$ cat src/rtl/branch_pred_pkg.sv
// Shared types and counter helpers for the branch predictor: FSM states,
// counter initialisation value and saturating counter update.
package branch_pred_pkg;

  typedef enum logic {PRED_INIT, PRED_RUN} pred_state_t;

  // Widest counter the helpers handle; callers truncate to their CTR_W.
  localparam int CTR_MAX_W = 16;

  // Weakly not-taken: 2^(ctr_w-1)-1, which is 0 for a 1-bit counter.
  function automatic logic [CTR_MAX_W-1:0] ctr_init(input int ctr_w);
    logic [CTR_MAX_W-1:0] v;
    v = '0;
    for (int i = 0; i < ctr_w - 1; i++) v[i] = 1'b1;
    return v;
  endfunction

  function automatic logic [CTR_MAX_W-1:0] sat_update(input logic [CTR_MAX_W-1:0] ctr,
                                                      input logic taken,
                                                      input int ctr_w);
    logic [CTR_MAX_W-1:0] top;
    top = '0;
    for (int i = 0; i < ctr_w; i++) top[i] = 1'b1;
    if (taken) return (ctr == top) ? ctr : ctr + 1'b1;
    return (ctr == '0) ? ctr : ctr - 1'b1;
  endfunction

endpackage

$ cat src/rtl/branch_prediction_unit_pht_ram.sv
// Pattern history table storage: ENTRIES x CTR_W counters, one synchronous
// write port, asynchronous read ports for the fetch lookup and the EX train.
module pht_ram #(
  parameter int ENTRIES = 64,
  parameter int CTR_W   = 2
) (
  input  logic                       clk,
  input  logic                       we,
  input  logic [$clog2(ENTRIES)-1:0] wr_idx,
  input  logic [CTR_W-1:0]           wr_data,
  input  logic [$clog2(ENTRIES)-1:0] rd_idx,
  output logic [CTR_W-1:0]           rd_data,
  input  logic [$clog2(ENTRIES)-1:0] trn_idx,
  output logic [CTR_W-1:0]           trn_data
);

  logic [CTR_W-1:0] mem [ENTRIES];

  always_ff @(posedge clk) begin
    if (we) mem[wr_idx] <= wr_data;
  end

  assign rd_data  = mem[rd_idx];
  assign trn_data = mem[trn_idx];

endmodule

$ cat src/rtl/branch_prediction_unit.sv
// Dynamic branch predictor: PHT of saturating counters plus optional gshare
// global history (enable with macro BRANCH_PRED_GSHARE_EN; bimodal otherwise).
module branch_prediction_unit
  import branch_pred_pkg::*;
#(
  parameter int WIDTH   = 32,
  parameter int ENTRIES = 64,
  parameter int CTR_W   = 2,
  parameter int HIST_W  = 6
) (
  input  logic                       clk_i,
  input  logic                       rst_n_i,
  input  logic [WIDTH-1:0]           pc_fi_i,
  input  logic                       branch_fi_i,
  input  logic                       stall_fi_i,
  output logic                       pred_taken_fi_o,
  output logic [$clog2(ENTRIES)-1:0] pred_idx_fi_o,
  output logic [HIST_W-1:0]          ghr_snap_fi_o,
  input  logic                       branch_ex_i,
  input  logic                       pred_taken_ex_i,
  input  logic [$clog2(ENTRIES)-1:0] pred_idx_ex_i,
  input  logic [HIST_W-1:0]          ghr_snap_ex_i,
  input  logic                       taken_res_ex_i,
  output logic                       mispredict_ex_o,
  output logic                       ready_o
);

  localparam int IDX_W = $clog2(ENTRIES);
  localparam logic [CTR_W-1:0] INIT_VAL = CTR_W'(ctr_init(CTR_W));

  pred_state_t      state, state_nxt;
  logic [IDX_W-1:0] ptr, ptr_nxt;
  logic             init_we;
  logic             we;
  logic [IDX_W-1:0] wr_idx;
  logic [CTR_W-1:0] wr_data;
  logic [CTR_W-1:0] rd_data;
  logic [CTR_W-1:0] trn_data;
  logic [IDX_W-1:0] idx;
  logic             unused_pc;

  assign unused_pc = ^{pc_fi_i[WIDTH-1:IDX_W+2], pc_fi_i[1:0]};

  always_ff @(posedge clk_i or negedge rst_n_i) begin
    if (!rst_n_i) begin
      state <= PRED_INIT;
      ptr   <= '0;
    end else begin
      state <= state_nxt;
      ptr   <= ptr_nxt;
    end
  end

  always_comb begin
    state_nxt = state;
    ptr_nxt   = ptr;
    init_we   = 1'b0;
    if (state == PRED_INIT) begin
      init_we = 1'b1;
      ptr_nxt = ptr + 1'b1;
      if (ptr == IDX_W'(ENTRIES - 1)) state_nxt = PRED_RUN;
    end
  end

  assign ready_o = (state == PRED_RUN);

  // The init sweep owns the write port until the table is ready.
  always_comb begin
    we      = init_we | (branch_ex_i & ready_o);
    wr_idx  = pred_idx_ex_i;
    wr_data = CTR_W'(sat_update(CTR_MAX_W'(trn_data), taken_res_ex_i, CTR_W));
    if (init_we) begin
      wr_idx  = ptr;
      wr_data = INIT_VAL;
    end
  end

  assign mispredict_ex_o = branch_ex_i & (pred_taken_ex_i != taken_res_ex_i);

`ifdef BRANCH_PRED_GSHARE_EN
  logic [HIST_W-1:0] ghr;
  logic [IDX_W-1:0]  ghr_ext;

  function automatic logic [HIST_W-1:0] hist_push(input logic [HIST_W-1:0] h,
                                                  input logic b);
    logic [HIST_W:0] t;
    t = {h, b};
    return t[HIST_W-1:0];
  endfunction

  // A mispredict rebuilds history from the EX snapshot; the fetch beat is wrong-path.
  always_ff @(posedge clk_i or negedge rst_n_i) begin
    if (!rst_n_i) begin
      ghr <= '0;
    end else if (ready_o) begin
      if (mispredict_ex_o)
        ghr <= hist_push(ghr_snap_ex_i, taken_res_ex_i);
      else if (branch_fi_i && !stall_fi_i)
        ghr <= hist_push(ghr, pred_taken_fi_o);
    end
  end

  always_comb begin
    ghr_ext              = '0;
    ghr_ext[HIST_W-1:0]  = ghr;
  end

  assign idx           = pc_fi_i[IDX_W+1:2] ^ ghr_ext;
  assign ghr_snap_fi_o = ghr;
`else
  logic unused_hist;

  assign unused_hist   = ^{ghr_snap_ex_i, branch_fi_i, stall_fi_i};
  assign idx           = pc_fi_i[IDX_W+1:2];
  assign ghr_snap_fi_o = '0;
`endif

  assign pred_idx_fi_o   = idx;
  assign pred_taken_fi_o = ready_o & rd_data[CTR_W-1];

  pht_ram #(
    .ENTRIES (ENTRIES),
    .CTR_W   (CTR_W)
  ) u_pht (
    .clk      (clk_i),
    .we       (we),
    .wr_idx   (wr_idx),
    .wr_data  (wr_data),
    .rd_idx   (idx),
    .rd_data  (rd_data),
    .trn_idx  (pred_idx_ex_i),
    .trn_data (trn_data)
  );

endmodule
$ cat config.mk
export PLATFORM = sky130hd
export DESIGN_NAME = branch_prediction_unit
export DESIGN_NICKNAME = d
export VERILOG_FILES = /design/src/rtl/branch_pred_pkg.sv /design/src/rtl/branch_prediction_unit_pht_ram.sv /design/src/rtl/branch_prediction_unit.sv
export SDC_FILE = /design/constraint.sdc
export NUM_CORES = 1
export LEC_CHECK = 0
export ABC_AREA = 1
export CORE_MARGIN = 3
export CORE_UTILIZATION = 55
export DETAILED_ROUTE_END_ITERATION = 7
export PLACE_DENSITY_LB_ADDON = 0.05
export SETUP_SLACK_MARGIN = 0.3
export SLEW_MARGIN = 20
export SYNTH_ARGS = -nofsm -noshare
export SYNTH_HDL_FRONTEND = slang
export SYNTH_SLANG_ARGS = --single-unit
$ cat constraint.sdc
create_clock -name clk_i -period 5.2 [get_ports clk_i]
set_input_delay 1.04 -clock clk_i [delete_from_list [all_inputs] [get_ports clk_i]]
set_output_delay 1.04 -clock clk_i [all_outputs]
set_load 0.02 [all_outputs]
==> results.ini <==
[hold_path]
hp-class = reg -> reg
min-delay-start = ptr[5]
holdPathEnd = ptr[5]
hold_path_depth = 1

[timing]
finalCriticalPeriod_ns = 4.67
worst_slew_margin_rel_pct = 49.9
clock.fmax_mhz = 214
hold_viol = 0
slew_violations = 0
setup_violations = 0
period_share_pct = 89.8
skew_ns = 0.00733
setup_tns_ns = 0
finalWorstSetupSlack_ns = 0.529
rsz0062_at_grt = false
tightest_slew_ns = 0.752

[cts]
cts_buffer_depth = 2
numCtsBuffers = 17
cts_hold_buf = 0
cts_root_buf = clkbuf_16
cts_sinks = 135
path_clk_slew_ns = 0.06
clk_latency_ns = 0.42
h-tree-depth = 4
postCtsSetupRepairBufs = 0
ctsResizeCount = 0
cts_tree = built

[logic_synthesis]
ys_warn_count = 0
synth_edf_count = 128
synthArstFlopShare_pct = 5.19
synth_cell_types = 29
netlist_area_sq_um = 6790
yosysTopAreaCell = edfxtp_1
syn_area_per_cell_sq_um = 9.48
ys_top_cells_by_area = edfxtp_1, nand2_1, nand3_1, nor2_1, dfrtp_1
synth_top_area_share_pct = 56.6
ys.flop_type = edfxtp_1
syn_inst = 716
synth-seq-cells = 135
synth.most_common_cell = nand2_1
synth_common_cells = nand2_1, nand3_1, edfxtp_1, nor2_1, o21ai_0
ys_seq_area_share_pct = 59.2

[power_and_ir_drop]
p_leak_uw = 0.00268
ir_drop_mv = 0.255
pwr-share-seq_pct = 46.7
switchingPower_uw = 543
p_int_uw = 1970
clock_power_share_pct = 46.3
pwr-share-comb_pct = 7.1
power_density_nw_per_um2 = 333
p_sw_share_pct = 21.6

[route]
wl_per_cell_um = 19.2
drt_iter0_drc = 612
ant_nets = 0
met2_length_um = 8440
highest_layer = met4
routed_via_density = 5.87
first_pass_iters = 5
wl_um = 17400
wl_met1_um = 6790
drc = 0
dr_wl_met3_um = 1490
vias = 5300

[layout]
nets = 779
final_area_sq_um = 7550
area_delta_synth_final_pct = 11.2
n_antenna_cell = 0
drive_gt1_share_pct = 7.44

[place]
dpl_cell_area_sq_um = 6980
io_buffer_count = 25
place_hpwl_um = 10600
gp_congestion = 0.860
pre_cts_slack_ns = 0.629

[global_routing]
grt_pass1_vias = 5094
grt_max_degree = 65
grt_usage_pct = 26.8
grt_antenna_before_repair = 0
grt_pass1_wl_um = 26600
grt-ovfl-total = 0

[floorplan]
initial_core_util_pct = 57.7
die_h_um = 117
ios = 66
die_w_um = 117
core_sq_um = 11800
rows = 39
die_area_sq_um = 13700

[worst_setup_path]
path_common_cell = nand3_1
worst_r2r_path_depth = 4
r2r-start = ready_o
cp.required_ns = 4.16
path_cells = clkdlybuf4s50_1, inv_1, o21ai_0, o221ai_1, nand3_1, nand3_1, nand3_1, a21oi_1, clkdlybuf4s50_1
cpMaxStageDelayCell = clkdlybuf4s50_1
cp_max_fo = 15
cp-end-kind = output port
worst_setup_path_start_kind = input port
reg2reg_slack_ns = 2.57
r2r-end = u_pht.mem[23][1]
crit_arrival_ns = 3.63
cpPeakStageDelay_ns = 0.66
path_class = in -> out

[job]
max_cap_violations = 0

[outcome]
outcome = complete, no violations

metal layers:
metal / track usage, % / vias to the layer above
met5: 0 / -
met4: 13.0 / 0
met3: 5.96 / 54
met2: 44.1 / 262
met1: 33.9 / 2502
li1: - / 2482
area by class of cell:
| type | instances | area, sq um |
|---|---|---|
| sequential | 135 | 4020 |
| multi-input combinational | 514 | 2340 |
| tap | 164 | 205 |
| clock buffer | 19 | 433 |
| fill | 977 | 4210 |
| timing repair buffer | 37 | 335 |
| inverter | 22 | 82.6 |
| clock inverter | 12 | 135 |
worst max-delay path: cells and delay by family:
family	cells	cell delay, ns
buf+inv	3	1.58
compound gates	3	0.67
simple gates	3	0.34
logic make-up (layout without fill, tap and decap cells):
group                    after synthesis  after routing  share of synthesized area (%)
AND/OR/NAND/NOR                      451            451                           28.3
flip-flops                           135            135                           59.2
other                                  1              6                         0.0552
AO/OA/AOI/OAI                         52             52                           4.98
buffers and inverters                 72             90                           6.76
adder cells (fa/ha/maj)                1              1                          0.184
XOR/XNOR                               4              4                          0.516
through the flow:
stage          hold WS (ns)  cells  utilization [%]  total power (uW)
3_3_place_gp          0.517    872             59.3              1370
4_1_cts               0.526    903             64.2              2510
2_1_floorplan         0.485    721                -              1330
5_1_grt               0.550    903             64.2              2590
3_5_place_dp          0.516    872             59.3              1370
6_report              0.532    903             64.2              2510
sequential cells by signal, indices dropped and copies added (netlist names):
signal,flops
ready_o,1
ptr,6
u_pht.mem,128
power by group through the flow:
stage / sequential, uW / combinational, uW / clock, uW
global route: 1170 / 196 / 1220
finish: 1170 / 177 / 1160
CTS: 1170 / 176 / 1170
global placement: 1190 / 173 / 0
floorplan: 1190 / 131 / 0
detailed placement: 1190 / 175 / 0
how the worst max path moves through the flow:
stage,startpoint,to,slack (ns),depth (start not counted)
2_1_floorplan,pred_idx_ex_i[2],u_pht.mem[0][1],1.27,11
3_3_place_gp,pc_fi_i[3],pred_taken_fi_o,0.62,9
3_5_place_dp,pc_fi_i[3],pred_taken_fi_o,0.63,9
4_1_cts,pc_fi_i[2],pred_taken_fi_o,0.61,12
5_1_grt,pc_fi_i[2],pred_taken_fi_o,0.44,12
6_report,pc_fi_i[3],pred_taken_fi_o,0.53,9
placed cells by master, fill, tap and decap left out, drive strengths merged, types with 3 or more instances in the layout:
| cell type | n |
|---|---|
| clkinv | 8 |
| nand3 | 136 |
| inv | 22 |
| o21ai | 27 |
| xor2 | 3 |
| a21oi | 13 |
| o31ai | 4 |
| dfrtp | 7 |
| o221ai | 5 |
| nor4 | 8 |
| nand2 | 206 |
| nand4 | 6 |
| clkdlybuf4s50 | 24 |
| o211ai | 3 |
| bufinv | 3 |
| conb | 6 |
| nor2 | 92 |
| edfxtp | 128 |
| clkbuf | 19 |
| buf | 13 |
Power figures use the tool's default switching activity.
